## src/rtl/gouram_datatypes.sv

```systemverilog
// Shared trace types for the gouram tracker chain.
// if_trace_t is the element handed from if_tracker to validity_filter.
package gouram_datatypes;

    typedef struct packed {
        logic [31:0] instruction;
        logic [31:0] addr;
        integer      if_start;
        integer      if_gnt;
        integer      if_end;
    } if_trace_t;

    localparam int IF_TRACE_W = $bits(if_trace_t);

    // What the fetch queue remembers between grant and response.
    typedef struct packed {
        logic [31:0] addr;
        integer      if_start;
        integer      if_gnt;
    } fetch_entry_t;

    localparam int FETCH_ENTRY_W = $bits(fetch_entry_t);

    typedef enum logic {
        REQ_IDLE,
        REQ_WAIT
    } req_state_t;

endpackage

```

## src/rtl/fetch_pending_queue.sv

```systemverilog
// In-order queue of granted fetches awaiting their response; head is readable combinationally.
// Latency: pushed entry is visible at the head the cycle after the push.
// Backpressure: none; push at full without a pop is dropped, pop while full is allowed.
module fetch_pending_queue #(
    parameter int DEPTH = 4,
    parameter int W     = 96,
    localparam int PW   = $clog2(DEPTH),
    localparam int CW   = $clog2(DEPTH + 1)
) (
    input  logic          clk,
    input  logic          rst,
    input  logic          push,
    input  logic [W-1:0]  push_data,
    input  logic          pop,
    output logic [W-1:0]  pop_data,
    output logic          full,
    output logic          empty,
    output logic [CW-1:0] count
);

    logic [W-1:0]  mem [DEPTH];
    logic [PW-1:0] wr_ptr;
    logic [PW-1:0] rd_ptr;
    logic          do_push;
    logic          do_pop;

    function automatic logic [PW-1:0] ptr_inc(input logic [PW-1:0] p);
        return (p == PW'(DEPTH - 1)) ? '0 : p + PW'(1);
    endfunction

    assign full     = (count == CW'(DEPTH));
    assign empty    = (count == '0);
    assign do_pop   = pop && !empty;
    // At full a simultaneous pop frees the head slot, which is exactly where wr_ptr points.
    assign do_push  = push && (!full || do_pop);
    assign pop_data = mem[rd_ptr];

    always_ff @(posedge clk) begin
        if (rst) begin
            wr_ptr <= '0;
            rd_ptr <= '0;
            count  <= '0;
        end else begin
            if (do_push) wr_ptr <= ptr_inc(wr_ptr);
            if (do_pop)  rd_ptr <= ptr_inc(rd_ptr);
            case ({do_push, do_pop})
                2'b10:   count <= count + CW'(1);
                2'b01:   count <= count - CW'(1);
                default: count <= count;
            endcase
        end
    end

    always_ff @(posedge clk) begin
        if (do_push) mem[wr_ptr] <= push_data;
    end

endmodule

```

## src/rtl/if_tracker.sv

```systemverilog
// Instruction-fetch tracker: one timestamped trace element per completed OBI fetch.
// Latency: rvalid -> if_data_ready_o pulse is 1 cycle.
// Backpressure: none; downstream must accept every pulse.
import gouram_datatypes::*;

module if_tracker #(
    parameter int MAX_OUTSTANDING = 4,
    parameter int ADDR_WIDTH      = 32,
    parameter int DATA_WIDTH      = 32
) (
    input  logic                                 clk,
    input  logic                                 rst,
    input  integer                               counter,
    input  logic                                 instr_req_i,
    input  logic                                 instr_gnt_i,
    input  logic [ADDR_WIDTH-1:0]                instr_addr_i,
    input  logic                                 instr_rvalid_i,
    input  logic [DATA_WIDTH-1:0]                instr_rdata_i,
    output if_trace_t                            if_data_o,
    output integer                               if_stage_end_o,
    output logic                                 if_data_ready_o,
    output logic [$clog2(MAX_OUTSTANDING+1)-1:0] pending_o,
    output logic                                 overflow_o,
    output logic                                 orphan_o
);

    req_state_t   state;
    req_state_t   state_n;
    logic [31:0]  lat_addr;
    integer       lat_start;
    logic         push;
    fetch_entry_t push_entry;
    fetch_entry_t pop_entry;
    logic         q_full;
    logic         q_empty;
    logic         pop_ok;

    fetch_pending_queue #(
        .DEPTH (MAX_OUTSTANDING),
        .W     (FETCH_ENTRY_W)
    ) u_queue (
        .clk       (clk),
        .rst       (rst),
        .push      (push),
        .push_data (push_entry),
        .pop       (instr_rvalid_i),
        .pop_data  (pop_entry),
        .full      (q_full),
        .empty     (q_empty),
        .count     (pending_o)
    );

    // A response never belongs to a fetch granted in the same cycle, so gate on registered empty.
    assign pop_ok = instr_rvalid_i && !q_empty;

    always_comb begin
        state_n    = state;
        push       = 1'b0;
        push_entry = '0;
        case (state)
            REQ_IDLE: begin
                if (instr_req_i && instr_gnt_i) begin
                    push       = 1'b1;
                    push_entry = '{addr: 32'(instr_addr_i), if_start: counter, if_gnt: counter};
                end else if (instr_req_i) begin
                    state_n = REQ_WAIT;
                end
            end
            REQ_WAIT: begin
                if (instr_gnt_i) begin
                    push       = 1'b1;
                    push_entry = '{addr: lat_addr, if_start: lat_start, if_gnt: counter};
                    state_n    = REQ_IDLE;
                end else if (!instr_req_i) begin
                    state_n = REQ_IDLE;
                end
            end
            default: state_n = REQ_IDLE;
        endcase
    end

    always_ff @(posedge clk) begin
        if (rst) begin
            state     <= REQ_IDLE;
            lat_addr  <= '0;
            lat_start <= 0;
        end else begin
            state <= state_n;
            if (state == REQ_IDLE && instr_req_i && !instr_gnt_i) begin
                lat_addr  <= 32'(instr_addr_i);
                lat_start <= counter;
            end
        end
    end

    always_ff @(posedge clk) begin
        if (rst) begin
            if_data_o       <= '0;
            if_stage_end_o  <= 0;
            if_data_ready_o <= 1'b0;
            overflow_o      <= 1'b0;
            orphan_o        <= 1'b0;
        end else begin
            if_data_ready_o <= pop_ok;
            if (pop_ok) begin
                if_data_o <= '{instruction: 32'(instr_rdata_i),
                               addr:        pop_entry.addr,
                               if_start:    pop_entry.if_start,
                               if_gnt:      pop_entry.if_gnt,
                               if_end:      counter};
                if_stage_end_o <= counter;
            end
            if (push && q_full && !pop_ok) overflow_o <= 1'b1;
            if (instr_rvalid_i && q_empty) orphan_o <= 1'b1;
        end
    end

endmodule

```

## config.mk

```make
export PLATFORM = sky130hd
export DESIGN_NAME = if_tracker
export DESIGN_NICKNAME = d
export VERILOG_FILES = /design/src/rtl/gouram_datatypes.sv /design/src/rtl/fetch_pending_queue.sv /design/src/rtl/if_tracker.sv
export SDC_FILE = /design/constraint.sdc
export NUM_CORES = 1
export LEC_CHECK = 0
export BUFFER_PORTS_ARGS = -buffer_cell sky130_fd_sc_hd__buf_2
export CORE_MARGIN = 5
export CORE_UTILIZATION = 25
export CTS_BUF_LIST = sky130_fd_sc_hd__clkbuf_2 sky130_fd_sc_hd__clkbuf_4 sky130_fd_sc_hd__clkbuf_8
export DETAILED_ROUTE_END_ITERATION = 12
export REMOVE_ABC_BUFFERS = 1
export SLEW_MARGIN = 20
export SYNTH_ARGS = -nofsm -noshare
export SYNTH_HDL_FRONTEND = slang
export SYNTH_SLANG_ARGS = --single-unit
```

## constraint.sdc

```tcl
create_clock -name clk -period 5.19 [get_ports clk]
set_clock_uncertainty 0.2 [all_clocks]
set_input_delay 0.2595 -clock clk [delete_from_list [all_inputs] [get_ports clk]]
set_output_delay 0.2595 -clock clk [all_outputs]
set_load 0.02 [all_outputs]
```

==> results of run 1 <==
-- power by group --
group | leakage [nW] | internal (W) | total (W) | switching [W]
Sequential | 5.49 | 0.00564 | 0.00586 | 0.000222
Combinational | 3.86 | 0.00105 | 0.00279 | 0.00174
Clock | 1.27 | 0.00278 | 0.00486 | 0.00208
Total | 10.6 | 0.00947 | 0.0135 | 0.00404
-- routing by layer --
metal	vias to the layer above	track usage	part of all wire
li1	6932	-	-
met1	7283	0.133	0.41
met2	378	0.201	0.50
met3	105	0.0285	0.062
met4	0	0.0410	0.025
met5	-	0	0
-- flip-flops by register name (all words and copies together) (netlist names) --
| register | count |
|---|---|
| if_stage_end_o | 32 |
| u_queue.count | 3 |
| if_data_o | 128 |
| lat_addr | 32 |
| lat_start | 32 |
| orphan_o | 1 |
| state | 1 |
| u_queue.rd_ptr | 2 |
| u_queue.mem | 384 |
| u_queue.wr_ptr | 2 |
| if_data_ready_o | 1 |
| overflow_o | 1 |
-- kinds of logic after synthesis --
group | Yosys count | share of synthesized area
flip-flops | 619 | 0.701
AND/OR/NAND/NOR | 505 | 0.0877
AO/OA/AOI/OAI | 302 | 0.0761
buffers and inverters | 153 | 0.0367
multiplexers | 96 | 0.0934
adder cells (fa/ha/maj) | 7 | 0.00411
XOR/XNOR | 2 | 0.000757
-- metrics by stage --
step	setup slack [ns]	TNS (ns)	utilization	area, sq um	cells
final	1.85	0	0.321	29500	3446
after detailed placement	2.36	0	0.280	25700	3098
after global placement	2.35	0	0.280	25700	3098
after floorplan	-5.53	-739.85	-	22300	1538
after global routing	1.62	0	0.321	29500	3446
after CTS	1.82	0	0.321	29500	3446
-- what timing repair did --
item | in CTS | in global routing
gates resized for setup | 0 | 0
setup buffers | 0 | 0
endpoints found under the setup margin | 0 | 0
endpoints found under the hold margin | 571 | 0
hold buffers | 145 | 0
-- area by class of cell --
type | instances | share of cell area
Clock inverter | 52 | 0.0185
Timing Repair Buffer | 462 | 0.108
Sequential cell | 619 | 0.551
Multi-Input combinational cell | 912 | 0.207
Clock buffer | 151 | 0.0624
Inverter | 7 | 0.00106
Tap cell | 1243 | 0.0527
-- worst max-delay path, stage by stage, from the launching register on --
cell and delay (ns):
sky130_fd_sc_hd__dfxtp_1 0.37, sky130_fd_sc_hd__o31ai_4 0.35, sky130_fd_sc_hd__buf_4 0.65, sky130_fd_sc_hd__buf_4 0.71
sky130_fd_sc_hd__nand2_1 0.15, sky130_fd_sc_hd__a21oi_1 0.16, sky130_fd_sc_hd__dlygate4sd3_1 0.56
-- layout by cell type, fill, tap and decap left out --
cell                            netlist  layout
sky130_fd_sc_hd__bufinv_16            0       9
sky130_fd_sc_hd__o21ai_0              4       4
sky130_fd_sc_hd__nor2_1               7       7
sky130_fd_sc_hd__clkinv_8             0       1
sky130_fd_sc_hd__dfxtp_1            235     233
sky130_fd_sc_hd__o31ai_4              0       1
sky130_fd_sc_hd__and2_4               0       5
sky130_fd_sc_hd__edfxtp_1           384     384
sky130_fd_sc_hd__a22o_1              64      64
sky130_fd_sc_hd__clkinvlp_4           0       2
sky130_fd_sc_hd__inv_1                6       6
sky130_fd_sc_hd__buf_4               48      12
sky130_fd_sc_hd__clkinv_1             0      11
sky130_fd_sc_hd__nor3_1               1       1
sky130_fd_sc_hd__nor3b_1              2       1
sky130_fd_sc_hd__ha_1                 6       6
sky130_fd_sc_hd__nand3b_1             1       1
sky130_fd_sc_hd__and2_1              37      32
sky130_fd_sc_hd__dfxtp_4              0       2
sky130_fd_sc_hd__nor3b_2              0       1
sky130_fd_sc_hd__o21a_2               0       1
sky130_fd_sc_hd__nor4b_2              1       1
sky130_fd_sc_hd__and3b_4              0       1
sky130_fd_sc_hd__clkinv_2             0      22
sky130_fd_sc_hd__inv_6                0       3
sky130_fd_sc_hd__nand2_1            451     451
sky130_fd_sc_hd__clkbuf_8             0     114
sky130_fd_sc_hd__xor2_1               2       2
sky130_fd_sc_hd__clkbuf_4             1      38
sky130_fd_sc_hd__mux4_2              96      96
sky130_fd_sc_hd__clkinv_4             0       1
sky130_fd_sc_hd__or3_1                2       2
sky130_fd_sc_hd__or3b_4               0       1
sky130_fd_sc_hd__or4_1                1       1
sky130_fd_sc_hd__buf_2               39     297
sky130_fd_sc_hd__a21oi_1            232     232
sky130_fd_sc_hd__inv_12               0       4
sky130_fd_sc_hd__buf_12               1       7
sky130_fd_sc_hd__fa_1                 1       1
sky130_fd_sc_hd__dlygate4sd3_1        0     145
-- worst max-delay path by stage --
stage	start	endpoint	slack [ns]	cells past startpoint
after floorplan	u_queue.count[0]	u_queue.count[2]	-5.53	8
after global routing	u_queue.count[0]	if_data_o[151]	1.62	6
after global placement	u_queue.count[0]	u_queue.count[2]	2.35	8
after detailed placement	u_queue.count[0]	u_queue.count[2]	2.36	8
final	u_queue.count[2]	if_data_o[130]	1.85	6
after CTS	u_queue.count[2]	if_data_o[159]	1.82	6
==> run summary, run 1 <==
====================================================================================================
Clock tree sinks                                                                                 619
DP Wirelength                                                                               31500 um
Sequential cell area fraction in the yosys report                                              0.701
Drt initial violations                                                                           866
Final-report max-slew violation count                                                              0
Reported max-cap violation count                                                                   0
Number of diodes added for antenna fixing                                                          0
Reported leakage power                                                                       10.6 nW
TritonCTS clock tree                                                                            done
Top cells by area, synth                                                                sky130_fd_sc_hd__edfxtp_1 (50%), sky130_fd_sc_hd__dfxtp_1 (20%), sky130_fd_sc_hd__mux4_2 (9.3%)
Fraction of layout instances using a drive strength above 1                                    0.281
Synth top area share                                                                           0.498
First-pass GRT wire length                                                                  87600 um
RD Place Congestion                                                                            0.683
Clock-pin slew reported for the worst setup and hold paths after clock tree synthesis        0.07 ns
Global-route usage over all layers                                                             0.113
Setup repair after global routing missed its margin                                               no
Minimum setup slack among reg-to-reg paths                                                   1.85 ns
Post-synthesis to final-layout area growth                                                     27.4%
Worst hold path depth                                                                              4
Finish-stage setup viols                                                                           0
Peak clock frequency supported by timing                                                     300 MHz
Async set or reset register ratio after synthesis                                                  0
Crit path max fanout                                                                              66
Routed Wire Length                                                                          57300 um
Worst slack on hold paths                                                                   0.109 ns
Die Span X                                                                                    314 um
Power consumption                                                                           0.0135 W
FF-to-FF Start                                                                          u_queue.count[2]
Slew at the pin closest to its max-slew limit                                                1.02 ns
Cell count of the worst reg-to-reg path                                                            6
Count of filler cells inserted in the layout                                                    9046
Total of warnings raised by yosys                                                                  0
Maximum number of pins on one net before global-route repair                                      93
Required time at the endpoint of the critical path                                           5.64 ns
Count of cell types in the netlist                                                                32
Most common cell in the netlist                                                         sky130_fd_sc_hd__nand2_1
Synthesis-stage register bit count                                                               619
Height of the die                                                                             314 um
Min-delay src                                                                           instr_rdata_i[25]
Endpoint class of the critical path                                                         register
Sum of overflow across all layers after global routing                                             0
Number of instances in the synthesized netlist                                                  1684
Count of final hold-check violations                                                               0
Total via count after detailed routing                                                         14700
Port Buffer Count                                                                                298
CTS buffer count                                                                                 107
Post-synthesis cell type with the largest combined area                                 sky130_fd_sc_hd__edfxtp_1
Top_reg_cell synth                                                                      sky130_fd_sc_hd__edfxtp_1
Count of H-tree levels built during CTS                                                            3
Clock Root Buffer                                                                       sky130_fd_sc_hd__clkbuf_8
Final layout net count                                                                          2217
Detailed Routing Iterations Pass 1                                                                 5
Number of global-route vias before repair                                                      15300
Clock latency on the worst-skew pair                                                         0.74 ns
Type of the worst min-delay path                                                        input port to register
Arrival @ worst endpoint                                                                     3.78 ns
Routed via count divided by cell count                                                          4.27
Post-synth top cells                                                                    sky130_fd_sc_hd__nand2_1 (451), sky130_fd_sc_hd__edfxtp_1 (384), sky130_fd_sc_hd__dfxtp_1 (235)
Worst slew margin relative to its limit                                                        0.321
Die footprint                                                                            98800 sq um
Number of I/O pins                                                                               299
Ratio of total power to cell area                                                        458 nW/um^2
Sequential cell area                                                                     16200 sq um
Core outline area                                                                        91800 sq um
Fraction of the cycle the final worst path needs                                               0.643
Post-synthesis instance area                                                             23200 sq um
Routed wire length per instance                                                              16.6 um
Starting Density                                                                               0.252
Nature of the critical path startpoint                                                      register
Post-detailed-route count of antenna-violating nets                                                0
DRC violations left                                                                                0
Run status                                                                              finished clean
Initial antenna violation count                                                                    0
Mean area per synthesized cell                                                            13.7 sq um
Area used by multi-input combinational logic                                              6100 sq um
Critical register-to-register path endpoint                                             if_data_o[130]
Worst ir drop on vdd                                                                        0.319 mV
Max Root-Sink Buffers                                                                              3
WS Path Type                                                                            register to register
Num rows                                                                                         111
Shortest clock period the worst path allows after layout                                     3.34 ns
Number of synthesized flops with an enable pin                                                   384
Endpoint of the worst hold path                                                         if_data_o[153]
====================================================================================================
Power figures use the tool's default switching activity.
==> run 2: changes to the inputs <==
- clock period: 5.19 -> 2.7 ns (I/O delays scaled with it)
==> run 2 against run 1 <==
Net effect:
- via count rose by 6.2%
- critical path depth did not move
- hold slack improved by 0.0037 ns
- routed wire length rose by 14%
- sequential power rose by 93%
- design area rose by 5.9%
- non-clock buffer count rose by 164
- worst setup slack got worse by 1.7 ns
- largest cell class unchanged
- largest power group unchanged
==> run summary, run 2 (synthesis results as in run 1) <==
====================================================================================================
First-pass GRT wire length                                                                  95300 um   was 87600 um
Required time at the endpoint of the critical path                                           3.17 ns   was 5.64 ns
Initial antenna violation count                                                                    1   was 0
Most frequent standard cell in the layout excluding fill and tap cells                  sky130_fd_sc_hd__nand2_1   unchanged
Final layout net count                                                                          2380   was 2217
Number of I/O pins                                                                               299   unchanged
Worst slack on hold paths                                                                   0.113 ns   was 0.109 ns
Maximum number of pins on one net before global-route repair                                     165   was 93
Cell count of the worst reg-to-reg path                                                            6   unchanged
DRC violations left                                                                                0   unchanged
Count of filler cells inserted in the layout                                                    8839   was 9046
Sum of overflow across all layers after global routing                                             0   unchanged
Clock share of power                                                                           0.341   was 0.359
Finish-stage setup viols                                                                           0   unchanged
RD Place Congestion                                                                            0.690   was 0.683
Crit path max fanout                                                                              28   was 66
Switching power summed over all nets                                                       0.00803 W   was 0.00404 W
Fraction of the cycle the final worst path needs                                               0.953   was 0.643
Reported leakage power                                                                       11.3 nW   was 10.6 nW
Number of flip-flops under the largest register name                                             384   unchanged
Routed wire length per instance                                                              18.1 um   was 16.6 um
Arrival @ worst endpoint                                                                     3.04 ns   was 3.78 ns
Count of H-tree levels built during CTS                                                            3   unchanged
Detailed Routing Iterations Pass 1                                                                 5   unchanged
Worst hold path depth                                                                              4   unchanged
Biggest register                                                                         u_queue.mem   unchanged
Slew at the pin closest to its max-slew limit                                               0.867 ns   was 1.02 ns
Ratio of total power to cell area                                                        842 nW/um^2   was 458 nW/um^2
Run status                                                                              finished clean   unchanged
Reported max-cap violation count                                                                   0   unchanged
Starting Density                                                                               0.252   unchanged
Combinational fraction of design power                                                         0.230   was 0.207
Final-report max-slew violation count                                                              0   unchanged
Core outline area                                                                        91800 sq um   unchanged
Height of the die                                                                             314 um   unchanged
Internal power of the cells                                                                 0.0183 W   was 0.00947 W
Registers with the highest flip-flop counts                                             u_queue.mem: 384 flops, if_data_o: 128 flops   unchanged
DP Wirelength                                                                               32400 um   was 31500 um
Switching fraction of total power                                                              0.305   was 0.299
Routed via count divided by cell count                                                          4.32   was 4.27
Endpoint class of the critical path                                                         register   unchanged
Number of global-route vias before repair                                                      16300   was 15300
Max Root-Sink Buffers                                                                              3   unchanged
Fin cells                                                                                       3610   was 3446
Port Buffer Count                                                                                298   unchanged
Final worst-path setup slack                                                                0.127 ns   was 1.85 ns
Count of final hold-check violations                                                               0   unchanged
Placement Setup Slack                                                                       0.344 ns   was 2.36 ns
Total length of routed met2 wires                                                           33200 um   was 28700 um
Highest-count cells in the layout ignoring fill and taps                                sky130_fd_sc_hd__nand2_1 (451), sky130_fd_sc_hd__edfxtp_1 (384), sky130_fd_sc_hd__buf_2 (297)   unchanged
TritonCTS clock tree                                                                            done   unchanged
Post-synthesis to final-layout area growth                                                     34.9%   was 27.4%
Wl on met1                                                                                  26900 um   was 23600 um
Number of placed instances, taps included                                                       3117   was 3098
Clock Root Buffer                                                                       sky130_fd_sc_hd__clkbuf_8   unchanged
Die footprint                                                                            98800 sq um   unchanged
Highest routing layer actually used                                                             met4   unchanged
Type of the worst min-delay path                                                        input port to register   unchanged
Amount of wire on met3 after detailed routing                                                3770 um   was 3540 um
Die Span X                                                                                    314 um   unchanged
Post-detailed-route count of antenna-violating nets                                                0   unchanged
Clock tree sinks                                                                                 619   unchanged
Setup repair after global routing missed its margin                                               no   unchanged
Peak clock frequency supported by timing                                                     389 MHz   was 300 MHz
Fraction of layout instances using a drive strength above 1                                    0.269   was 0.281
Clock latency on the worst-skew pair                                                         0.72 ns   was 0.74 ns
CTS buffer count                                                                                 106   was 107
Global-route usage over all layers                                                             0.124   was 0.113
Total via count after detailed routing                                                         15600   was 14700
WS Path Type                                                                            register to register   unchanged
Num rows                                                                                         111   unchanged
Relative contribution of sequential cells to total power                                       0.429   was 0.434
Total negative slack                                                                            0 ns   unchanged
Worst ir drop on vdd                                                                        0.659 mV   was 0.319 mV
Worst slew margin relative to its limit                                                        0.422   was 0.321
Shortest clock period the worst path allows after layout                                     2.57 ns   was 3.34 ns
Routed Wire Length                                                                          65300 um   was 57300 um
Nature of the critical path startpoint                                                      register   unchanged
Drt initial violations                                                                           916   was 866
Clock-pin slew reported for the worst setup and hold paths after clock tree synthesis        0.06 ns   was 0.07 ns
====================================================================================================
run 2: power by group through the flow:
stage	registers, W	clock network [W]	logic, W
after global routing	0.0114	0.00977	0.00656
after global placement	0.0114	0	0.00541
after floorplan	0.0125	0	0.00250
final	0.0113	0.00897	0.00605
after detailed placement	0.0115	0	0.00546
after CTS	0.0113	0.00929	0.00591
run 2: critical path: stages, from the launching register on:
cell,delay [ns]
sky130_fd_sc_hd__dfxtp_1,0.36
sky130_fd_sc_hd__nor3b_2,0.27
sky130_fd_sc_hd__buf_8,0.28
sky130_fd_sc_hd__nand2_1,0.10
sky130_fd_sc_hd__dlygate4sd3_1,0.58
sky130_fd_sc_hd__a21oi_1,0.15
sky130_fd_sc_hd__dlygate4sd3_1,0.56
run 2: routing by layer:
layer,GRT usage,vias to the layer above
li1,-,7287
met2,0.221,423
met1,0.147,7782
met5,0,-
met3,0.0288,111
met4,0.0424,0
run 2: per-stage QoR:
stage	util	area (sq um)	power (W)
6_report	0.340	31200	0.0263
4_1_cts	0.339	31200	0.0265
2_1_floorplan	-	22300	0.0150
5_1_grt	0.340	31200	0.0277
3_5_place_dp	0.283	26000	0.0169
3_3_place_gp	0.283	26000	0.0168
run 2: final timing paths:
| path | startpoint | end | slack [ns] |
|---|---|---|---|
| worst max register to register | state | lat_addr[5] | 0.13 |
| worst min-delay path | instr_rvalid_i | orphan_o | 0.11 |
| worst min register to register | if_data_o[60] | if_data_o[60] | 0.25 |
| worst max-delay path | state | lat_addr[5] | 0.13 |
run 2: final cells by class:
| cell class | count | area, sq um | area share |
|---|---|---|---|
| well taps | 1243 | 1560 | 0.0498 |
| clock inverters | 39 | 335 | 0.0107 |
| flip-flops and latches | 619 | 16200 | 0.520 |
| repair buffers | 626 | 5000 | 0.160 |
| clock buffers | 161 | 1970 | 0.0629 |
| diodes | 3 | 7.51 | 0.000240 |
| inverters | 7 | 31.3 | 0.00100 |
| multi-input cells | 912 | 6100 | 0.195 |
run 2: what timing repair did:
item                                    CTS  global route
resized for setup                         0             6
hold endpoints to repair                619             0
hold buffers                            287             0
setup buffers                             0             1
endpoints found under the setup margin    0            53
==> run 3: changes to the inputs <==
--- a/config.mk
+++ b/config.mk
@@ -6,4 +6,5 @@
 export NUM_CORES = 1
 export LEC_CHECK = 0
+export ABC_AREA = 1
 export BUFFER_PORTS_ARGS = -buffer_cell sky130_fd_sc_hd__buf_2
 export CORE_MARGIN = 5
==> constraint.sdc (replaced) <==
create_clock -name clk -period 2.7 [get_ports clk]
set_clock_uncertainty 0.2 [all_clocks]
set_input_delay 0.135 -clock clk [delete_from_list [all_inputs] [get_ports clk]]
set_output_delay 0.135 -clock clk [all_outputs]
set_load 0.1 [all_outputs]
==> run 3 against run 2 <==
Net effect:
- worst setup slack got worse by 0.0015 ns
- die area up 14%
- power up 37%
- cell count up 38%
- via count rose by 30%
- largest cell class unchanged
- highest routed layer is now met5
==> run summary, run 3 <==
=====================================================================================================
Sum of overflow across all layers after global routing                                              0   unchanged
WS Path Type                                                                             input port to register   was register to register
Run status                                                                               finished clean   unchanged
Combinational fraction of design power                                                          0.423   was 0.230
Num rows                                                                                          119   was 111
Routed Wire Length                                                                           75200 um   was 65300 um
Synthesis-stage register bit count                                                                619   unchanged
Crit path max fanout                                                                               38   was 28
Capturing instance or port of the critical path                                          lat_addr[22]   was lat_addr[5]
Highest-count cells in the layout ignoring fill and taps                                 sky130_fd_sc_hd__nand2_1 (746), sky130_fd_sc_hd__inv_1 (559), sky130_fd_sc_hd__edfxtp_1 (384)   was sky130_fd_sc_hd__nand2_1 (451), sky130_fd_sc_hd__edfxtp_1 (384), sky130_fd_sc_hd__buf_2 (297)
Minimum setup slack among reg-to-reg paths                                                    0.19 ns   was 0.13 ns
Power consumption                                                                            0.0361 W   was 0.0263 W
Global-route usage over all layers                                                              0.128   was 0.124
Area fraction in compound gates after synthesis                                                0.0383   was 0.0761
Worst ir drop on vdd                                                                         0.997 mV   was 0.659 mV
Fraction of the cycle the final worst path needs                                                0.954   was 0.953
Registers with the highest flip-flop counts                                              u_queue.mem: 384 flops, if_data_o: 128 flops   unchanged
Required time at the endpoint of the critical path                                            3.17 ns   about the same
Drt initial violations                                                                           1479   was 916
Final worst-path setup slack                                                                 0.125 ns   was 0.127 ns
Cell count of the worst reg-to-reg path                                                             6   unchanged
Mux contribution to synthesized area                                                                0   was 0.0934
Number of I/O pins                                                                                299   unchanged
Worst slew margin relative to its limit                                                         0.351   was 0.422
Die footprint                                                                            113000 sq um   was 98800 sq um
Post-synth top cells                                                                     sky130_fd_sc_hd__nand2_1 (746), sky130_fd_sc_hd__inv_1 (561), sky130_fd_sc_hd__edfxtp_1 (384)   was sky130_fd_sc_hd__nand2_1 (451), sky130_fd_sc_hd__edfxtp_1 (384), sky130_fd_sc_hd__dfxtp_1 (235)
Final layout net count                                                                           3600   was 2380
Count of filler cells inserted in the layout                                                    10800   was 8839
Post-synthesis instance area                                                              26500 sq um   was 23200 sq um
Max Root-Sink Buffers                                                                               3   unchanged
Fraction of layout instances using a drive strength above 1                                     0.153   was 0.269
Post-synthesis share of cell area spent on full adders, half adders and majority gates        0.00359   was 0.00411
TritonCTS clock tree                                                                             done   unchanged
Biggest register                                                                          u_queue.mem   unchanged
Internal power of the cells                                                                  0.0192 W   was 0.0183 W
Number of global-route vias before repair                                                       19800   was 16300
Total via count after detailed routing                                                          20400   was 15600
Post-synthesis to final-layout area growth                                                      26.7%   was 34.9%
Reported max-cap violation count                                                                    0   unchanged
Most frequent standard cell in the layout excluding fill and tap cells                   sky130_fd_sc_hd__nand2_1   unchanged
Die Span X                                                                                     336 um   was 314 um
Combinational family with the most area after synthesis                                  simple AND/OR/NAND/NOR gates   was multiplexers
Shortest clock period the worst path allows after layout                                      2.57 ns   about the same
Port Buffer Count                                                                                 298   unchanged
Number of synthesized flops with an enable pin                                                    384   unchanged
Clock share of power                                                                            0.252   was 0.341
Maximum number of pins on one net before global-route repair                                      126   was 165
Nature of the critical path startpoint                                                     input port   was register
Arrival @ worst endpoint                                                                      3.04 ns   about the same
Area fraction in and, or, nand and nor cells after synthesis                                    0.221   was 0.0877
Final-report max-slew violation count                                                               0   unchanged
Switching fraction of total power                                                               0.469   was 0.305
Synth top area share                                                                            0.435   was 0.498
CTS buffer count                                                                                  107   was 106
Type of the worst min-delay path                                                         input port to register   unchanged
Sequential cell area fraction in the yosys report                                               0.612   was 0.701
DP Wirelength                                                                                43300 um   was 32400 um
Worst setup path start                                                                    instr_gnt_i   was state
Starting Density                                                                                0.252   about the same
Clock Root Buffer                                                                        sky130_fd_sc_hd__clkbuf_8   unchanged
First-pass GRT wire length                                                                  114000 um   was 95300 um
Critical register-to-register path endpoint                                              lat_addr[22]   was lat_addr[5]
Number of instances in the synthesized netlist                                                   3042   was 1684
DRC violations left                                                                                 0   unchanged
Finish-stage setup viols                                                                            0   unchanged
Initial antenna violation count                                                                     7   was 1
Endpoint class of the critical path                                                          register   unchanged
FF-to-FF Start                                                                                  state   unchanged
RD Place Congestion                                                                             0.731   was 0.690
Placement Setup Slack                                                                        0.495 ns   was 0.344 ns
Core outline area                                                                        105000 sq um   was 91800 sq um
Reported leakage power                                                                        15.3 nW   was 11.3 nW
Clock latency on the worst-skew pair                                                          0.73 ns   was 0.72 ns
Async set or reset register ratio after synthesis                                                   0   unchanged
Slew at the pin closest to its max-slew limit                                                0.973 ns   was 0.867 ns
Clock-pin slew reported for the worst setup and hold paths after clock tree synthesis         0.06 ns   about the same
Count of cell types in the netlist                                                                 24   was 32
Count of H-tree levels built during CTS                                                             3   unchanged
Most common cell in the netlist                                                          sky130_fd_sc_hd__nand2_1   unchanged
Number of flip-flops under the largest register name                                              384   unchanged
Ratio of total power to cell area                                                        1070 nW/um^2   was 842 nW/um^2
Post-detailed-route count of antenna-violating nets                                                 0   unchanged
Relative contribution of sequential cells to total power                                        0.325   was 0.429
Routed wire length per instance                                                               15.1 um   was 18.1 um
Top_reg_cell synth                                                                       sky130_fd_sc_hd__edfxtp_1   unchanged
Peak clock frequency supported by timing                                                      388 MHz   was 389 MHz
Share of the synthesized netlist area taken by xor and xnor gates                                   0   was 0.000757
Detailed Routing Iterations Pass 1                                                                  5   unchanged
Total of warnings raised by yosys                                                                   0   unchanged
Height of the die                                                                              336 um   was 314 um
Post-synthesis cell type with the largest combined area                                  sky130_fd_sc_hd__edfxtp_1   unchanged
Setup repair after global routing missed its margin                                                no   unchanged
Mean area per synthesized cell                                                             8.72 sq um   was 13.7 sq um
Count of final hold-check violations                                                                0   unchanged
Routed via count divided by cell count                                                           4.09   was 4.32
Top cells by area, synth                                                                 sky130_fd_sc_hd__edfxtp_1 (43%), sky130_fd_sc_hd__dfxtp_1 (18%), sky130_fd_sc_hd__nand2_1 (11%)   was sky130_fd_sc_hd__edfxtp_1 (50%), sky130_fd_sc_hd__dfxtp_1 (20%), sky130_fd_sc_hd__mux4_2 (9.3%)
Clock tree sinks                                                                                  619   unchanged
Switching power summed over all nets                                                         0.0169 W   was 0.00803 W
=====================================================================================================
[run 3: cell types whose count changed after synthesis, sizes merged, moves of 61 or more]
cell and delta:
a22o -64, mux4 -96, inv +558, nor2 +368, o21ai +129, a21oi -165, nand2 +298, buf +61
nand3 +324
[run 3: worst max-delay path, stage by stage]
cell                            delay, ns
sky130_fd_sc_hd__dlygate4sd3_1       0.57
sky130_fd_sc_hd__buf_4               0.18
sky130_fd_sc_hd__buf_4               0.29
sky130_fd_sc_hd__nor2_4              0.22
sky130_fd_sc_hd__buf_12              0.22
sky130_fd_sc_hd__nand3_1             0.10
sky130_fd_sc_hd__dlygate4sd3_1       0.57
sky130_fd_sc_hd__a21oi_1             0.13
sky130_fd_sc_hd__dlygate4sd3_1       0.56
[run 3: layer usage]
metal,GRT usage,part of all wire,routed length [um],vias up
met5,0,0.000093,7,-
met4,0.0424,0.024,1790,2
met3,0.0328,0.067,5010,116
met2,0.212,0.46,34800,507
met1,0.165,0.45,33600,9419
li1,-,-,-,10300
[run 3: cell type report]
| class | count | area, sq um | share of cell area |
|---|---|---|---|
| clock inverters | 35 | 279 | 0.00831 |
| clock buffers | 167 | 2050 | 0.0610 |
| diodes | 5 | 12.5 | 0.000372 |
| flip-flops and latches | 619 | 16200 | 0.484 |
| well taps | 1391 | 1740 | 0.0518 |
| multi-input cells | 1658 | 7050 | 0.210 |
| repair buffers | 541 | 4080 | 0.122 |
| inverters | 565 | 2140 | 0.0636 |
[run 3: kinds of logic after synthesis]
logic type / after synthesis
AOI/OAI and AO/OA: 202
buffers and inverters: 765
DFF: 619
adders and majority gates: 7
and+or+nand+nor: 1449
[run 3: how the worst min path moves through the flow]
stage | startpoint | slack, ns | depth (start not counted) | endpoint
3_3_place_gp | instr_rdata_i[9] | 0.18 | 3 | if_data_o[137]
6_report | instr_addr_i[3] | 0.07 | 4 | lat_addr[3]
3_5_place_dp | instr_rdata_i[31] | 0.19 | 3 | if_data_o[159]
4_1_cts | instr_addr_i[27] | 0.002 | 4 | lat_addr[27]
2_1_floorplan | rst | 0.004 | 1 | lat_addr[0]
5_1_grt | instr_addr_i[3] | 0.04 | 4 | lat_addr[3]
[run 3: per-stage QoR]
step | cell area, sq um | cells | TNS (ns) | utilization | hold WS (ns)
after detailed placement | 29200 | 4571 | 0 | 0.277 | 0.192
final | 33600 | 4981 | 0 | 0.319 | 0.0697
after global routing | 33600 | 4977 | 0 | 0.319 | 0.0442
after global placement | 29200 | 4571 | 0 | 0.277 | 0.183
after CTS | 33500 | 4974 | 0 | 0.319 | 0.00175
after floorplan | 25300 | 2842 | -2802.24 | - | 0.00407
[run 3: repair_timing]
| action | CTS | global route |
|---|---|---|
| hold buffers | 201 | 0 |
| endpoints found under the hold margin | 579 | 0 |
| setup buffers | 0 | 1 |
| resized for setup | 0 | 1 |
| setup endpoints to repair | 0 | 11 |
[run 3: power groups by stage]
| stage | registers (W) | clock network (W) | logic, W |
|---|---|---|---|
| floorplan | 0.0197 | 0 | 0.00415 |
| global placement | 0.0119 | 0 | 0.0151 |
| detailed placement | 0.0119 | 0 | 0.0152 |
| CTS | 0.0117 | 0.00940 | 0.0154 |
| global route | 0.0119 | 0.00986 | 0.0163 |
| finish | 0.0117 | 0.00910 | 0.0153 |
